File: src/rtl/regfile_write_arbiter.sv
// regfile_write_arbiter
//   Shares the single write port of the register file among N_REQ requesters.
//   Round-robin arbitration, with an optional per-requester lock that keeps
//   ownership for a bounded burst of back-to-back writes. The write enable,
//   address and data to the register file come from registers. The register
//   file samples them on the falling edge of CLK.
//
// Ports
//   CLK         in   clock; all state updates on the rising edge
//   RST_N       in   asynchronous active-low reset
//   req         in   [N_REQ]         requester i has a write pending
//   lock        in   [N_REQ]         requester i wants to keep ownership
//   wr_addr_in  in   [N_REQ*ADDR_W]  packed per-requester register index
//   wr_data_in  in   [N_REQ*DATA_W]  packed per-requester write data
//   ack         out  [N_REQ]         combinational one-hot grant (0 in reset)
//   regWrite    out                  registered write enable
//   wr_addr     out  [ADDR_W]        registered register index
//   wr_data     out  [DATA_W]        registered write data
//   owner       out  [clog2(N_REQ)]  index of the last granted requester
//   busy        out                  high while a locked burst owns the port
module regfile_write_arbiter #(
    parameter int N_REQ     = 4,
    parameter int DATA_W    = 16,
    parameter int ADDR_W    = 4,
    parameter int MAX_BURST = 4
) (
    input  logic                      CLK,
    input  logic                      RST_N,
    input  logic [N_REQ-1:0]          req,
    input  logic [N_REQ-1:0]          lock,
    input  logic [N_REQ*ADDR_W-1:0]   wr_addr_in,
    input  logic [N_REQ*DATA_W-1:0]   wr_data_in,
    output logic [N_REQ-1:0]          ack,
    output logic                      regWrite,
    output logic [ADDR_W-1:0]         wr_addr,
    output logic [DATA_W-1:0]         wr_data,
    output logic [$clog2(N_REQ)-1:0]  owner,
    output logic                      busy
);

    localparam int OW = $clog2(N_REQ);
    localparam int CW = $clog2(MAX_BURST + 1);

    typedef enum logic {IDLE, OWNED} state_t;

    state_t            state, state_nxt;
    logic [OW-1:0]     ptr, ptr_nxt, owner_nxt;
    logic [CW-1:0]     cnt, cnt_nxt;
    logic [OW-1:0]     win;
    logic              found;
    logic [N_REQ-1:0]  grant;
    logic              xfer;

    logic [ADDR_W-1:0] addr_arr [N_REQ];
    logic [DATA_W-1:0] data_arr [N_REQ];

    // Unpack the per-requester slices once so the winner can be selected by
    // a plain array index.
    for (genvar gi = 0; gi < N_REQ; gi++) begin : g_unpack
        assign addr_arr[gi] = wr_addr_in[gi*ADDR_W +: ADDR_W];
        assign data_arr[gi] = wr_data_in[gi*DATA_W +: DATA_W];
    end

    // Grant logic: depends only on req, state, owner and ptr, never on the
    // write payload.
    // NOTE: every signal written in a combinational block gets a default at
    // the top; a path that leaves one unassigned would infer a latch.
    always_comb begin
        grant = '0;
        win   = owner;
        found = 1'b0;
        if (state == OWNED) begin
            grant[owner] = req[owner];
        end else begin
            // First requester at or after ptr, wrapping modulo N_REQ.
            for (int k = 0; k < N_REQ; k++) begin
                if (!found && req[OW'((int'(ptr) + k) % N_REQ)]) begin
                    found = 1'b1;
                    win   = OW'((int'(ptr) + k) % N_REQ);
                end
            end
            if (found) grant[win] = 1'b1;
        end
    end

    assign ack  = RST_N ? grant : '0;
    assign xfer = |grant;
    assign busy = (state == OWNED);

    // Next-state logic for the arbiter state, rotation pointer, owner and
    // burst counter.
    always_comb begin
        state_nxt = state;
        ptr_nxt   = ptr;
        owner_nxt = owner;
        cnt_nxt   = cnt;
        case (state)
            IDLE: begin
                if (xfer) begin
                    owner_nxt = win;
                    ptr_nxt   = (int'(win) == N_REQ - 1) ? '0 : win + OW'(1);
                    if (lock[win] && MAX_BURST > 1) begin
                        state_nxt = OWNED;
                        cnt_nxt   = CW'(1);
                    end
                end
            end
            OWNED: begin
                // ptr already points past the owner, so after release the
                // next search starts at another requester.
                if (!req[owner]) begin
                    state_nxt = IDLE;
                end else begin
                    cnt_nxt = cnt + CW'(1);
                    // The burst limit wins over a still-asserted lock.
                    if (!lock[owner] || int'(cnt) + 1 == MAX_BURST)
                        state_nxt = IDLE;
                end
            end
        endcase
    end

    // State and output registers.
    // NOTE: sequential state uses non-blocking assignments only, so every
    // register samples pre-edge values regardless of statement order.
    always_ff @(posedge CLK or negedge RST_N) begin
        if (!RST_N) begin
            state    <= IDLE;
            ptr      <= '0;
            cnt      <= '0;
            owner    <= '0;
            regWrite <= 1'b0;
            wr_addr  <= '0;
            wr_data  <= '0;
        end else begin
            state <= state_nxt;
            ptr   <= ptr_nxt;
            cnt   <= cnt_nxt;
            owner <= owner_nxt;
            if (xfer) begin
                regWrite <= 1'b1;
                wr_addr  <= addr_arr[win];
                wr_data  <= data_arr[win];
            end else begin
                // Address and data hold their last values across gaps.
                regWrite <= 1'b0;
            end
        end
    end

endmodule
File: config.mk
export PLATFORM = sky130hd
export DESIGN_NAME = regfile_write_arbiter
export DESIGN_NICKNAME = d
export VERILOG_FILES = /design/src/rtl/regfile_write_arbiter.sv
export SDC_FILE = /design/constraint.sdc
export NUM_CORES = 1
export LEC_CHECK = 0
export CAP_MARGIN = 10
export CORE_MARGIN = 10
export CORE_UTILIZATION = 40
export DETAILED_ROUTE_END_ITERATION = 7
export PLACE_DENSITY_LB_ADDON = 0.05
export SYNTH_ARGS = -nofsm -noshare
export SYNTH_HDL_FRONTEND = slang
export SYNTH_SLANG_ARGS = --single-unit
File: constraint.sdc
create_clock -name CLK -period 3.8 [get_ports CLK]
set_clock_uncertainty 0.2 [all_clocks]
set_input_delay 0.57 -clock CLK [delete_from_list [all_inputs] [get_ports CLK]]
set_output_delay 0.57 -clock CLK [all_outputs]
set_load 0.1 [all_outputs]
==> results.md <==
- Outcome: complete, no violations
- Antenna-violating nets left: 0
- Setup TNS: 0 ns
- Initial Utilization: 0.417
- Post-synthesis register bit count: 29
- Final Setup Violations: 0
- Setup crit end kind: output port
- Vias: 2797
- Clock Pin Slew Worst Setup and Hold Paths: 0.05 ns
- Crit share post-route: 0.956
- First-pass GRT wire length: 14.4 mm
- # Post-CTS Setup Buffers: 0
- Clock Sinks: 29
- Mapped cell area: 2680 sq um
- Top cell type's share of synthesized area: 0.271
- Fillers: 563
- Commonest non-fill, non-tap cell in the layout: clkdlybuf4s50_1
- Netlist cell types: 53
- Min Tclk post-route: 3.63 ns
- Area of the multi-input gates: 1780 sq um
- Main flop type after synthesis: dfrtp_1
- Layout cells sized above 1: 0.240
- Diode count: 0
- Area grow syn2layout: 52.7%
- Multiplexer share of the synthesized area: 0.0234
- Vias in the first global route: 2943
- Synth Area in XOR/XNOR: 0.0131
- Initial antenna violation count: 0
- Syn_nets: 390
- Clock Path Buffers: 2
- Worst skew pair latency: 0.27 ns
- Number of synthesized flops with an enable pin: 0
- Largest fanout on the critical path: 9
- DRC: 0
- Total core area: 6420 sq um
- Final hold vios: 0
- 1st-iter DRT viols: 97
- Die Span Y: 102 um
- CTS H-Tree Depth: 2
- Min-delay worst type: flop to flop
- Relative slew slack: 0.245
- Worst setup path class: primary input to output port
- Drt wl/cell: 18.4 um
- Total grt overflow: 0
- Die footprint: 10400 sq um
- HPWL after DPL: 7.05 mm
- DR vias/cell: 5.71
- Post-Syn Area per Cell: 8.98 sq um
- # rows: 29
- Element type at the critical path start: primary input
- Unrepaired setup endpoints after global routing: no
- Most frequent cells in the layout: clkdlybuf4s50_1 (110), nand2_1 (30), dfrtp_1 (29)
- WP data arrival: 2.86 ns
- CTS resizes: 0
- RD Place Congestion: 0.860
- Synth warn: 0
- CTS tree: done
- Routed Wire Length: 9.00 mm
- CTS Hold Bufs: 0
- Max-slew violations: 0
- Synth Area in Compound Gates: 0.448
- Tot GR Track Use: 0.171
- Async set-reset flop share out of synthesis: 1.00
- Fmax: 275 MHz
- Largest net degree at the start of global routing: 42
- Adder-Cell Fraction of Synth Area: 0.00935
- I/O Pins: 118
- Count of input and output buffers: 117
- Max_cap viols: 0
- Ranking of synthesized cells by area: dfrtp_1 (27%), o31ai_2 (8.9%), a211oi_2 (7.0%)
- Post-synth top area cell: dfrtp_1
- Worst-margin pin slew: 1.13 ns
- Nets: 505
- Die W: 102 um
- Num CTS Buffers: 5
- Seq/Total Area, Yosys: 0.271
- Pre-Repair DR Iteration Count: 4
- Root Buffer: clkbuf_8
- Post-Syn Instances: 298
- Largest family of logic cells by synthesized area: compound AO/OA/AOI/OAI gates
- Req. time, crit path: 3.03 ns
- Post-synthesis simple-gate area fraction: 0.161
- Register Area: 726 sq um
-- synth_stat cells, drive strengths merged, types with 6 or more instances --
master,instances
nand2,31
dfrtp,29
a21oi,28
a211oi,27
a21boi,25
buf,25
a31o,22
o31ai,20
inv,9
nor2,9
nand2b,7
o21ai,6
-- worst max-delay path, cell delays in order --
cell	delay, ns
clkdlybuf4s50_1	0.51
buf_4	0.17
nand3b_1	0.13
a2111oi_2	0.08
a211oi_1	0.34
a21boi_1	0.31
o22ai_2	0.14
nor3b_1	0.24
o21a_1	0.19
buf_12	0.19
-- layer usage --
metal	part of all wire	vias up	GRT usage
li1	-	1364	-
met1	0.40	1341	0.190
met2	0.51	84	0.299
met3	0.085	8	0.0694
met4	0.011	0	0.0418
met5	0	-	0
-- final cells by class --
cell class,count,area share
Multi-Input combinational cell,230,0.435
Tap cell,77,0.0236
Clock buffer,7,0.0211
Inverter,9,0.00827
Sequential cell,29,0.178
Timing Repair Buffer,138,0.334
-- metrics by stage --
step | area [sq um] | hold slack (ns) | cells | worst slack [ns] | utilization
after floorplan | 2680 | 0.0744 | 298 | 0.0460 | -
after global placement | 3990 | 0.262 | 483 | 0.187 | 0.621
after detailed placement | 3990 | 0.267 | 483 | 0.126 | 0.621
after CTS | 4080 | 0.279 | 490 | 0.122 | 0.635
after global routing | 4090 | 0.303 | 490 | 0.0559 | 0.636
final | 4090 | 0.281 | 490 | 0.169 | 0.636
-- registers in the layout, summed over array words and instances, names as in the netlist --
name      count
busy          1
regWrite      1
wr_data      16
owner         2
cnt           3
ptr           2
wr_addr       4
-- cell families after synthesis --
kind of cell / Yosys count
muxes: 5
xor gates and xnor gates: 4
buffers and inverters: 39
AOI/OAI and AO/OA: 141
DFF: 29
and+or+nand+nor: 78
adders and majority gates: 2
-- path summary, 6_finish.rpt --
check | startpoint | to | slack, ns | depth (start not counted)
min in group asynchronous | RST_N | wr_data[1] | 0.64 | 2
hold / removal | wr_data[6] | wr_data[6] | 0.28 | 2
hold reg to reg | wr_data[6] | wr_data[6] | 0.28 | 2
setup reg to reg | ptr[0] | busy | 0.73 | 9
setup / recovery | req[0] | ack[0] | 0.17 | 10
max in group asynchronous | RST_N | ptr[0] | 2.49 | 2
Power is left out: the tool's default activity adds up to more than one toggle a clock period on the data nets, which glitch-free logic cannot reach.
